## src/rtl/io_output_fifo_pkg.sv

```systemverilog
`default_nettype none
// ============================================================================
// Module   : io_output_fifo_pkg
// Purpose  : Shared constants and FSM state encodings for io_output_fifo.
// Revision : 1.0 - initial release
// ============================================================================
package io_output_fifo_pkg;

    localparam int c_WORD_SIZE_DEFAULT  = 16;
    localparam int c_IO_FIFO_DEPTH_LOG2 = 3;

    typedef enum logic [0:0] {
        IN_IDLE = 1'b0,
        IN_ACK  = 1'b1
    } in_state_t;

    typedef enum logic [1:0] {
        OUT_IDLE = 2'd0,
        OUT_REQ  = 2'd1,
        OUT_WAIT = 2'd2
    } out_state_t;

endpackage
`default_nettype wire

```

## src/rtl/io_output_fifo_if.sv

```systemverilog
`default_nettype none
// ============================================================================
// Module   : io_output_fifo_if
// Purpose  : CPU-side and device-side req/ack handshakes plus FIFO status.
// Revision : 1.0 - initial release
// ============================================================================
interface io_output_fifo_if
    import io_output_fifo_pkg::*;
#(
    parameter int WORD_SIZE  = c_WORD_SIZE_DEFAULT,
    parameter int DEPTH_LOG2 = c_IO_FIFO_DEPTH_LOG2
);
    logic                  in_req;
    logic                  in_ack;
    logic [WORD_SIZE-1:0]  in_data;
    logic                  out_req;
    logic                  out_ack;
    logic [WORD_SIZE-1:0]  out_data;
    logic [DEPTH_LOG2:0]   count;
    logic                  full;
    logic                  empty;

    // slave: the FIFO itself; master: the CPU/device environment around it
    modport slave (
        input  in_req, in_data, out_ack,
        output in_ack, out_req, out_data, count, full, empty
    );

    modport master (
        output in_req, in_data, out_ack,
        input  in_ack, out_req, out_data, count, full, empty
    );
endinterface
`default_nettype wire

```

## src/rtl/io_output_fifo_ram.sv

```systemverilog
`default_nettype none
// ============================================================================
// Module   : fifo_ram
// Purpose  : Synchronous-write, asynchronous-read register array.
// Revision : 1.0 - initial release
// ============================================================================
module fifo_ram
    import io_output_fifo_pkg::*;
#(
    parameter int WORD_SIZE  = c_WORD_SIZE_DEFAULT,
    parameter int DEPTH_LOG2 = c_IO_FIFO_DEPTH_LOG2
) (
    input  wire logic                  clk,
    input  wire logic                  wr_en,
    input  wire logic [DEPTH_LOG2-1:0] wr_addr,
    input  wire logic [WORD_SIZE-1:0]  wr_data,
    input  wire logic [DEPTH_LOG2-1:0] rd_addr,
    output      logic [WORD_SIZE-1:0]  rd_data
);
    logic [WORD_SIZE-1:0] r_mem [0:(1<<DEPTH_LOG2)-1];

    always_ff @(posedge clk) begin
        if (wr_en) begin
            r_mem[wr_addr] <= wr_data;
        end
    end

    assign rd_data = r_mem[rd_addr];
endmodule
`default_nettype wire

```

## src/rtl/io_output_fifo.sv

```systemverilog
`default_nettype none
// ============================================================================
// Module   : io_output_fifo
// Purpose  : Buffers CPU output-port stores and replays them to io_output.
// Revision : 1.0 - initial release
// ============================================================================
module io_output_fifo
    import io_output_fifo_pkg::*;
#(
    parameter int WORD_SIZE  = c_WORD_SIZE_DEFAULT,
    parameter int DEPTH_LOG2 = c_IO_FIFO_DEPTH_LOG2
) (
    input  wire logic       clk,
    input  wire logic       areset,
    io_output_fifo_if.slave bus
);
    localparam logic [DEPTH_LOG2:0] c_DEPTH = {1'b1, {DEPTH_LOG2{1'b0}}};

    in_state_t             r_in_state,  w_in_state_nxt;
    out_state_t            r_out_state, w_out_state_nxt;
    logic [DEPTH_LOG2-1:0] r_wr_ptr;
    logic [DEPTH_LOG2-1:0] r_rd_ptr;
    logic [DEPTH_LOG2:0]   r_count;
    logic [WORD_SIZE-1:0]  r_out_data;
    logic [WORD_SIZE-1:0]  w_rd_data;
    logic                  r_hold_off;
    logic                  w_full;
    logic                  w_empty;
    logic                  w_push;
    logic                  w_pop;
    logic                  w_load;

    assign w_full  = (r_count == c_DEPTH);
    assign w_empty = (r_count == '0);

    fifo_ram #(
        .WORD_SIZE  (WORD_SIZE),
        .DEPTH_LOG2 (DEPTH_LOG2)
    ) u_ram (
        .clk     (clk),
        .wr_en   (w_push),
        .wr_addr (r_wr_ptr),
        .wr_data (bus.in_data),
        .rd_addr (r_rd_ptr),
        .rd_data (w_rd_data)
    );

    // A request still held from before reset must drop before it can be
    // accepted, otherwise the same store would be written twice.
    always_comb begin
        w_in_state_nxt = r_in_state;
        w_push         = 1'b0;
        case (r_in_state)
            IN_IDLE: begin
                if (bus.in_req && !w_full && !r_hold_off) begin
                    w_push         = 1'b1;
                    w_in_state_nxt = IN_ACK;
                end
            end
            IN_ACK: begin
                if (!bus.in_req) begin
                    w_in_state_nxt = IN_IDLE;
                end
            end
            default: w_in_state_nxt = IN_IDLE;
        endcase
    end

    always_comb begin
        w_out_state_nxt = r_out_state;
        w_pop           = 1'b0;
        w_load          = 1'b0;
        case (r_out_state)
            OUT_IDLE: begin
                if (!w_empty) begin
                    w_load          = 1'b1;
                    w_out_state_nxt = OUT_REQ;
                end
            end
            OUT_REQ: begin
                if (bus.out_ack) begin
                    w_pop           = 1'b1;
                    w_out_state_nxt = OUT_WAIT;
                end
            end
            OUT_WAIT: begin
                if (!bus.out_ack) begin
                    w_out_state_nxt = OUT_IDLE;
                end
            end
            default: w_out_state_nxt = OUT_IDLE;
        endcase
    end

    always_ff @(posedge clk) begin
        if (areset) begin
            r_in_state  <= IN_IDLE;
            r_out_state <= OUT_IDLE;
            r_wr_ptr    <= '0;
            r_rd_ptr    <= '0;
            r_count     <= '0;
            r_out_data  <= '0;
            r_hold_off  <= 1'b1;
        end else begin
            r_in_state  <= w_in_state_nxt;
            r_out_state <= w_out_state_nxt;
            if (w_push) begin
                r_wr_ptr <= r_wr_ptr + 1'b1;
            end
            if (w_pop) begin
                r_rd_ptr <= r_rd_ptr + 1'b1;
            end
            case ({w_push, w_pop})
                2'b10:   r_count <= r_count + 1'b1;
                2'b01:   r_count <= r_count - 1'b1;
                default: r_count <= r_count;
            endcase
            if (w_load) begin
                r_out_data <= w_rd_data;
            end
            if (!bus.in_req) begin
                r_hold_off <= 1'b0;
            end
        end
    end

    assign bus.in_ack   = (r_in_state == IN_ACK);
    assign bus.out_req  = (r_out_state == OUT_REQ);
    assign bus.out_data = r_out_data;
    assign bus.count    = r_count;
    assign bus.full     = w_full;
    assign bus.empty    = w_empty;
endmodule
`default_nettype wire

```

## src/flat_wrapper.sv

```systemverilog
// flat-port wrapper written by rule: the top's interface ports become plain ports
module io_output_fifo_flat import io_output_fifo_pkg::*;
#(
    parameter int WORD_SIZE  = c_WORD_SIZE_DEFAULT,
    parameter int DEPTH_LOG2 = c_IO_FIFO_DEPTH_LOG2
)
  (clk, areset, bus_in_req, bus_in_data, bus_out_ack, bus_in_ack, bus_out_req, bus_out_data, bus_count, bus_full, bus_empty);
  io_output_fifo_if #(.WORD_SIZE(WORD_SIZE), .DEPTH_LOG2(DEPTH_LOG2)) bus_i ();
  input  wire logic clk;
  input  wire logic areset;
  input wire logic [$bits(bus_i.in_req)-1:0] bus_in_req;
  input wire logic [$bits(bus_i.in_data)-1:0] bus_in_data;
  input wire logic [$bits(bus_i.out_ack)-1:0] bus_out_ack;
  output wire logic [$bits(bus_i.in_ack)-1:0] bus_in_ack;
  output wire logic [$bits(bus_i.out_req)-1:0] bus_out_req;
  output wire logic [$bits(bus_i.out_data)-1:0] bus_out_data;
  output wire logic [$bits(bus_i.count)-1:0] bus_count;
  output wire logic [$bits(bus_i.full)-1:0] bus_full;
  output wire logic [$bits(bus_i.empty)-1:0] bus_empty;
  assign bus_i.in_req = bus_in_req;
  assign bus_i.in_data = bus_in_data;
  assign bus_i.out_ack = bus_out_ack;
  assign bus_in_ack = bus_i.in_ack;
  assign bus_out_req = bus_i.out_req;
  assign bus_out_data = bus_i.out_data;
  assign bus_count = bus_i.count;
  assign bus_full = bus_i.full;
  assign bus_empty = bus_i.empty;
  io_output_fifo #(.WORD_SIZE(WORD_SIZE), .DEPTH_LOG2(DEPTH_LOG2)) u_core (.clk(clk), .areset(areset), .bus(bus_i));
endmodule
```

## config.mk

```make
export PLATFORM = sky130hd
export DESIGN_NAME = io_output_fifo_flat
export DESIGN_NICKNAME = d
export VERILOG_FILES = /design/src/rtl/io_output_fifo_pkg.sv /design/src/rtl/io_output_fifo_if.sv /design/src/rtl/io_output_fifo_ram.sv /design/src/rtl/io_output_fifo.sv /design/src/flat_wrapper.sv
export SDC_FILE = /design/constraint.sdc
export NUM_CORES = 1
export LEC_CHECK = 0
export ABC_AREA = 1
export BUFFER_PORTS_ARGS = -buffer_cell sky130_fd_sc_hd__buf_2
export CAP_MARGIN = 15
export CORE_MARGIN = 5
export CORE_UTILIZATION = 25
export CTS_CLUSTER_SIZE = 16
export DETAILED_ROUTE_END_ITERATION = 6
export MAX_ROUTING_LAYER = met4
export PLACE_DENSITY_LB_ADDON = 0.15
export SKIP_CTS_REPAIR_TIMING = 1
export SYNTH_ARGS = -nofsm -noshare
export SYNTH_HDL_FRONTEND = slang
export SYNTH_SLANG_ARGS = --single-unit
```

## constraint.sdc

```tcl
create_clock -name clk -period 2.45 [get_ports clk]
set_input_delay 0.6125 -clock clk [delete_from_list [all_inputs] [get_ports clk]]
set_output_delay 0.6125 -clock clk [all_outputs]
set_load 0.02 [all_outputs]
```

* After elaboration in Yosys (flattened, before gate mapping) *
Memory sizes are Yosys's and may differ from the RTL's. A register that Yosys moved wholly into a read port is not among the register bits.
Index checks and enable logic that the tools add are counted.

word-level totals
  register bits = 14
  output and inout bits = 24
  memories kept = 1
  bits in read-only memories = 0
  bits in latches = 0
  bits in writable memories = 128
  logic and storage cells = 43
  input port bits = 20

operators by class
  shift operators = 0
  bitwise logic cells = 1
  reduce and logical (&&, ||, !) cells = 8
  order comparisons = 0
  add/sub/neg operators = 4
  muxes and demuxes = 15
  $mul = 0
  div/mod/pow operators = 0
  eq/ne operators = 8

memory list
  memory              depth  width  read ports  clocked after Yosys merged registers in  wr ports  RTL line                  text
  u_core.u_ram.r_mem  8      16     1           1                                        1         io_output_fifo_ram.sv:20  logic [WORD_SIZE-1:0] r_mem [0:(1<<DEPTH_LOG2)-1];

operators by type and width
  operator                                           number
  2-to-1 mux 1 bit                                   9
  case mux 4 bit (2 select lines)                    1
  adder 3 x 1 -> 3 bit (second input constant)       2
  2-to-1 mux 2 bit                                   3
  inequality test 2 bit (second input constant)      3
  case mux 2 bit (3 select lines)                    1
  adder 4 x 1 -> 4 bit (second input constant)       1
  == test 2 x 1 -> 1 bit (second input constant)     2
  == test 2 bit (second input constant)              2
  == test 4 bit (second input constant)              1
  zero test 4 bit                                    1
  subtractor 4 x 1 -> 4 bit (second input constant)  1
  AND reduction 3 bit                                1
  logical AND 1 bit                                  2
  zero test 1 bit                                    2
  zero test 2 bit                                    1
  case mux 1 bit (2 select lines)                    1
  nonzero test 2 bit                                 1
  inverter 1 bit                                     1

* Longest topological paths before layout *
  depth after elaboration = 8
  mapped depth = 14
  depth with buffers taken out = 14

* Cells and area by module *
Synthesis repeated with hierarchy kept, for this count alone.

second synthesis, totals
  cell total of the unflattened synthesis = 742
  area total of the unflattened synthesis = 7063.0 um2

by module, submodules not included
  module          sequential area each (um2)  cells an instance  instances  area each (um2)
  fifo_ram        3843.7                      571                1          5669.2
  io_output_fifo  600.6                       171                1          1393.8

* Least setup slack after synthesis *
Ideal clock, no wire load.

  path type = input port to flip-flop
  from = input bus_in_req
  to = memory u_core.u_ram.r_mem[0][0] (netlist bit) (enable)
  path slack = -0.196 ns
  required time = 2.041 ns
  buffers on the path = 1
  library setup time = 0.409 ns
  arrival time = 2.237 ns
  stages on the path = 4
  cells stage by stage = nor3b_1 -> nand2_1 -> buf_2 -> nor3_1

on the way
  longest elaborated chain between the ends = 6

RTL lines
  what                                    RTL line                  text
  start, declared                         flat_wrapper.sv:11        input wire logic [$bits(bus_i.in_req)-1:0] bus_in_req;
  logical AND 1 bit (2 in a row)          io_output_fifo.sv:55      if (bus.in_req && !w_full && !r_hold_off) begin
  2-to-1 mux 1 bit                        io_output_fifo.sv:55
  2-to-1 mux 1 bit                        io_output_fifo.sv:53      case (r_in_state)
  2-to-1 mux 1 bit                        io_output_fifo_ram.sv:23  if (wr_en) begin
  2-to-1 mux 1 bit (not written as such)  io_output_fifo_ram.sv:24  r_mem[wr_addr] <= wr_data;
  end, declared                           io_output_fifo_ram.sv:20

No other way between the ends.

* Worst setup path in the final report *
  from = register u_core.r_out_state[0]
  to = register u_core.r_count[2], in the netlist u_core.bus.count[2]

on the way
  longest elaborated chain between the ends = 4
  elaborated cells on any way between the ends = 6
  those cells by class = eq/ne: 3; mux: 2; reduce/logical: 1

RTL lines
  what                                                                   RTL line               text
  start, declared                                                        io_output_fifo.sv:20   out_state_t r_out_state, w_out_state_nxt;
  start signal, assigned                                                 io_output_fifo.sv:106  r_out_state <= w_out_state_nxt;
  == test 2 x 1 -> 1 bit *                                               io_output_fifo.sv:73   case (r_out_state)
  2-to-1 mux 1 bit *                                                     io_output_fifo.sv:73
  named net u_core.w_pop                                                 io_output_fifo.sv:30   logic w_pop;
  == test 2 x 1 -> 1 bit or == test 2 bit (tied branches)                io_output_fifo.sv:113  case ({w_push, w_pop})
  case mux 4 bit (2 select lines) or nonzero test 2 bit (tied branches)  n/a
  end signal, assigned                                                   io_output_fifo.sv:114  2'b10: r_count <= r_count + 1'b1;
  end signal, assigned                                                   io_output_fifo.sv:115  2'b01: r_count <= r_count - 1'b1;
  end signal, assigned                                                   io_output_fifo.sv:116  default: r_count <= r_count;
  end, declared                                                          io_output_fifo.sv:23   logic [DEPTH_LOG2:0] r_count;

Mark *: on every way through the listed nets, which the timed path passes. The rest lies on a longest branch.
A chain may end at the register's enable or synchronous reset.

==> metrics.yaml <==
status:
  status: "completed"
cts:
  cts-root-buf: "clkbuf_16"
  path_clk_slew_ps: 60
  worstSkewPairLatency_ps: 430
  cts_buffers: 17
  h-tree-depth: 4
  cts_num_sinks: 158
  clockBufferDepth: 2
  cts_tree: "yes"
die:
  core_area_sq_mm: 0.02621
  die_height_um: 173.4
  die_w_um: 173.4
  initial_core_util_pct: 25.47
  dieArea_sq_mm: 0.03007
  top_level_ports: 44
  fp-row-count: 59
route:
  drt_iter0_markers: 241
  viasPerCell: 4.150
  post_drt_wl_per_cell_um: 15.39
  drcViolationCount: 0
  ant_nets: 0
  wirelength_um: 16420
  firstDrtPassIters: 4
  vias: 4428
synth:
  netlist_top_cells_area: "edfxtp_1, nand2_1, dfxtp_1"
  yosysSeqAreaShare_pct: 66.58
  yosysUniqueCellTypes: 23
  synth_area_sq_mm: 0.006675
  synth_xor_area_share_pct: 0.2624
  synth-simple-area-share_pct: 20.41
  synth_fa_ha_area_share_pct: 0.9372
  synth-compound-area-share_pct: 2.830
  synth_warnings: 0
  synth_top_family_by_area: "simple AND/OR/NAND/NOR gates"
  yosys-top-cells-count: "nand2_1, edfxtp_1, inv_1"
  synth-main-ff-cell: "edfxtp_1"
  syn_nets: 693
  ys_ff_latch: 158
  synth.avg_cell_area_sq_um: 9.993
  synth_top_area_share_pct: 57.58
  yosysMostFrequentCell: "nand2_1"
  synth-edff-count: 128
  async_reset_ff_share_pct: 0
  yosys.area.top_type: "edfxtp_1"
  synthMuxAreaShare_pct: 0
  syn_inst: 668
finish:
  drive_above_1_share_pct: 14.62
  fin_nets: 744
  final_util_pct: 30.50
  diodes: 0
  area_growth_pct: 19.76
power:
  ir_drop_uv: 435.3
  p_leak_nw: 3.356
  power_w: 0.007695
  powerDensity_mw_per_mm2: 962.6
critical_path:
  cp-end-kind: "register"
  r2r_start: "u_core.r_out_state[0]$_SDFFE_PP0P_"
  critPathKind: "register to register"
  crit_fanout: 6
  start_kind: "register"
  cp-startpoint: "u_core.r_out_state[0]$_SDFFE_PP0P_"
  arrival_ps: 2330
  worstPathRequired_ps: 2770
  ff2ff_path_depth: 13
sta:
  rsz0062_at_grt: "false"
  fin_skew_ps: 12.68
  setup_viol: 0
  max_freq_mhz: 496.8
  worst_pin_slew_ps: 550.5
  fin_crit_sh_pct: 82.16
  period_needed_ps: 2013
  hold_viol: 0
  maxSlewViolCount: 0
  relSlewSlack_pct: 63.21
min_path:
  holdCritPathClass: "input pin to register"
  hp-start: "bus_in_req"
  hold_depth: 3
global_route:
  grt_max_degree: 66
  grt_pass1_vias: 4425
  grt_first_pass_wirelength_um: 25570
  gr-total-overflow: 0
  grt_usage_pct: 11.51
  antenna_found_initial: 0
flow_run:
  cap_violations: 0
place:
  gp_congestion: 0.7706
  dp_hpwl_um: 9844
  io_buffers: 43
-- critical path, stage by stage, from the launching register on --
cell and delay (ps):
dfxtp_1 320, inv_1 50, nor2_1 140, nand2_1 140
inv_1 170, ha_1 240, nand2_1 80, inv_1 80
nor2_1 60, ha_1 180, a21oi_1 170, xnor2_1 90
o21ai_0 140, inv_1 50
-- sequential cells by signal (all words and copies together) (netlist names) --
name and flops:
u_core.u_ram.r_mem 128, u_core.bus.out_data 16, u_core.bus.count 4, u_core.r_rd_ptr 3, u_core.r_wr_ptr 3, u_core.r_out_state 2, u_core.bus.in_ack 1, u_core.r_hold_off 1
-- logic make-up (layout without fill, tap and decap cells) --
family | Yosys count | count (layout)
DFF | 158 | 158
and+or+nand+nor | 318 | 318
buffers and inverters | 148 | 212
adders and majority gates | 5 | 5
xor gates and xnor gates | 2 | 2
AOI/OAI and AO/OA | 37 | 37
-- placed cells by master, fill, tap and decap left out --
master,Yosys,layout
nand3_1,102,102
inv_4,1,1
clkinv_4,0,3
inv_1,116,115
inv_2,1,2
ha_1,5,5
clkinv_2,0,1
nor3_1,9,1
nor2_1,7,7
nand2_1,195,195
clkinvlp_4,0,3
clkinv_1,1,2
buf_4,1,17
clkbuf_16,0,17
xnor2_1,2,2
nor2_4,1,1
a21oi_1,27,27
inv_6,0,1
edfxtp_1,128,128
buf_12,0,1
nor3b_1,2,2
nand2_2,1,1
buf_2,18,43
a21oi_2,1,1
bufinv_16,0,5
dfxtp_1,30,29
nor3_2,0,8
o21ai_0,9,9
clkbuf_1,8,1
dfxtp_2,0,1
nor3_4,1,1
-- routing by layer --
| metal | GRT usage [%] | share of wire [%] |
|---|---|---|
| met2 | 18.70 | 48 |
| met4 | 4.124 | 1.6 |
| met3 | 2.486 | 3.7 |
| met5 | - | 0 |
| met1 | 14.22 | 47 |
-- through the flow --
step | worst slack (ps) | cells | hold WS [ps] | TNS (ps) | cell area [sq um]
CTS | 430.6 | 1067 | 388.2 | 0 | 7994
global placement | 369.4 | 1035 | 436.4 | 0 | 7348
global route | 132.4 | 1067 | 419.2 | 0 | 7994
floorplan | -196.0 | 668 | 414.5 | -25090 | 6675
finish | 437.2 | 1067 | 416.2 | 0 | 7994
detailed placement | 239.0 | 1035 | 441.2 | 0 | 7348
-- path summary, 6_finish.rpt --
path,end,slack [ps]
setup / recovery,u_core.bus.count[2]$_SDFFE_PP0P_,440
hold reg to reg,u_core.r_hold_off$_SDFFE_PP1N_,460
hold / removal,u_core.r_hold_off$_SDFFE_PP1N_,420
setup reg to reg,u_core.bus.count[2]$_SDFFE_PP0P_,440
-- power breakdown --
part | leakage, nW | internal (W) | switching (W) | total, W
registers | 1.40 | 0.00307 | 0.000101 | 0.00317
clock network | 0.304 | 0.00181 | 0.00106 | 0.00287
logic | 1.65 | 0.000491 | 0.00116 | 0.00165
total | 3.36 | 0.00537 | 0.00233 | 0.00769
-- layout make-up --
cell class / instances / area, sq um
Sequential cell: 158 / 4446
Timing Repair Buffer: 61 / 362.8
Clock buffer: 18 / 429.2
Tap cell: 335 / 419.2
Clock inverter: 14 / 216.5
Fill cell: 2660 / 18210
Multi-Input combinational cell: 362 / 1672
Inverter: 119 / 449.2
Note: power is estimated with default switching activity, not from simulation.
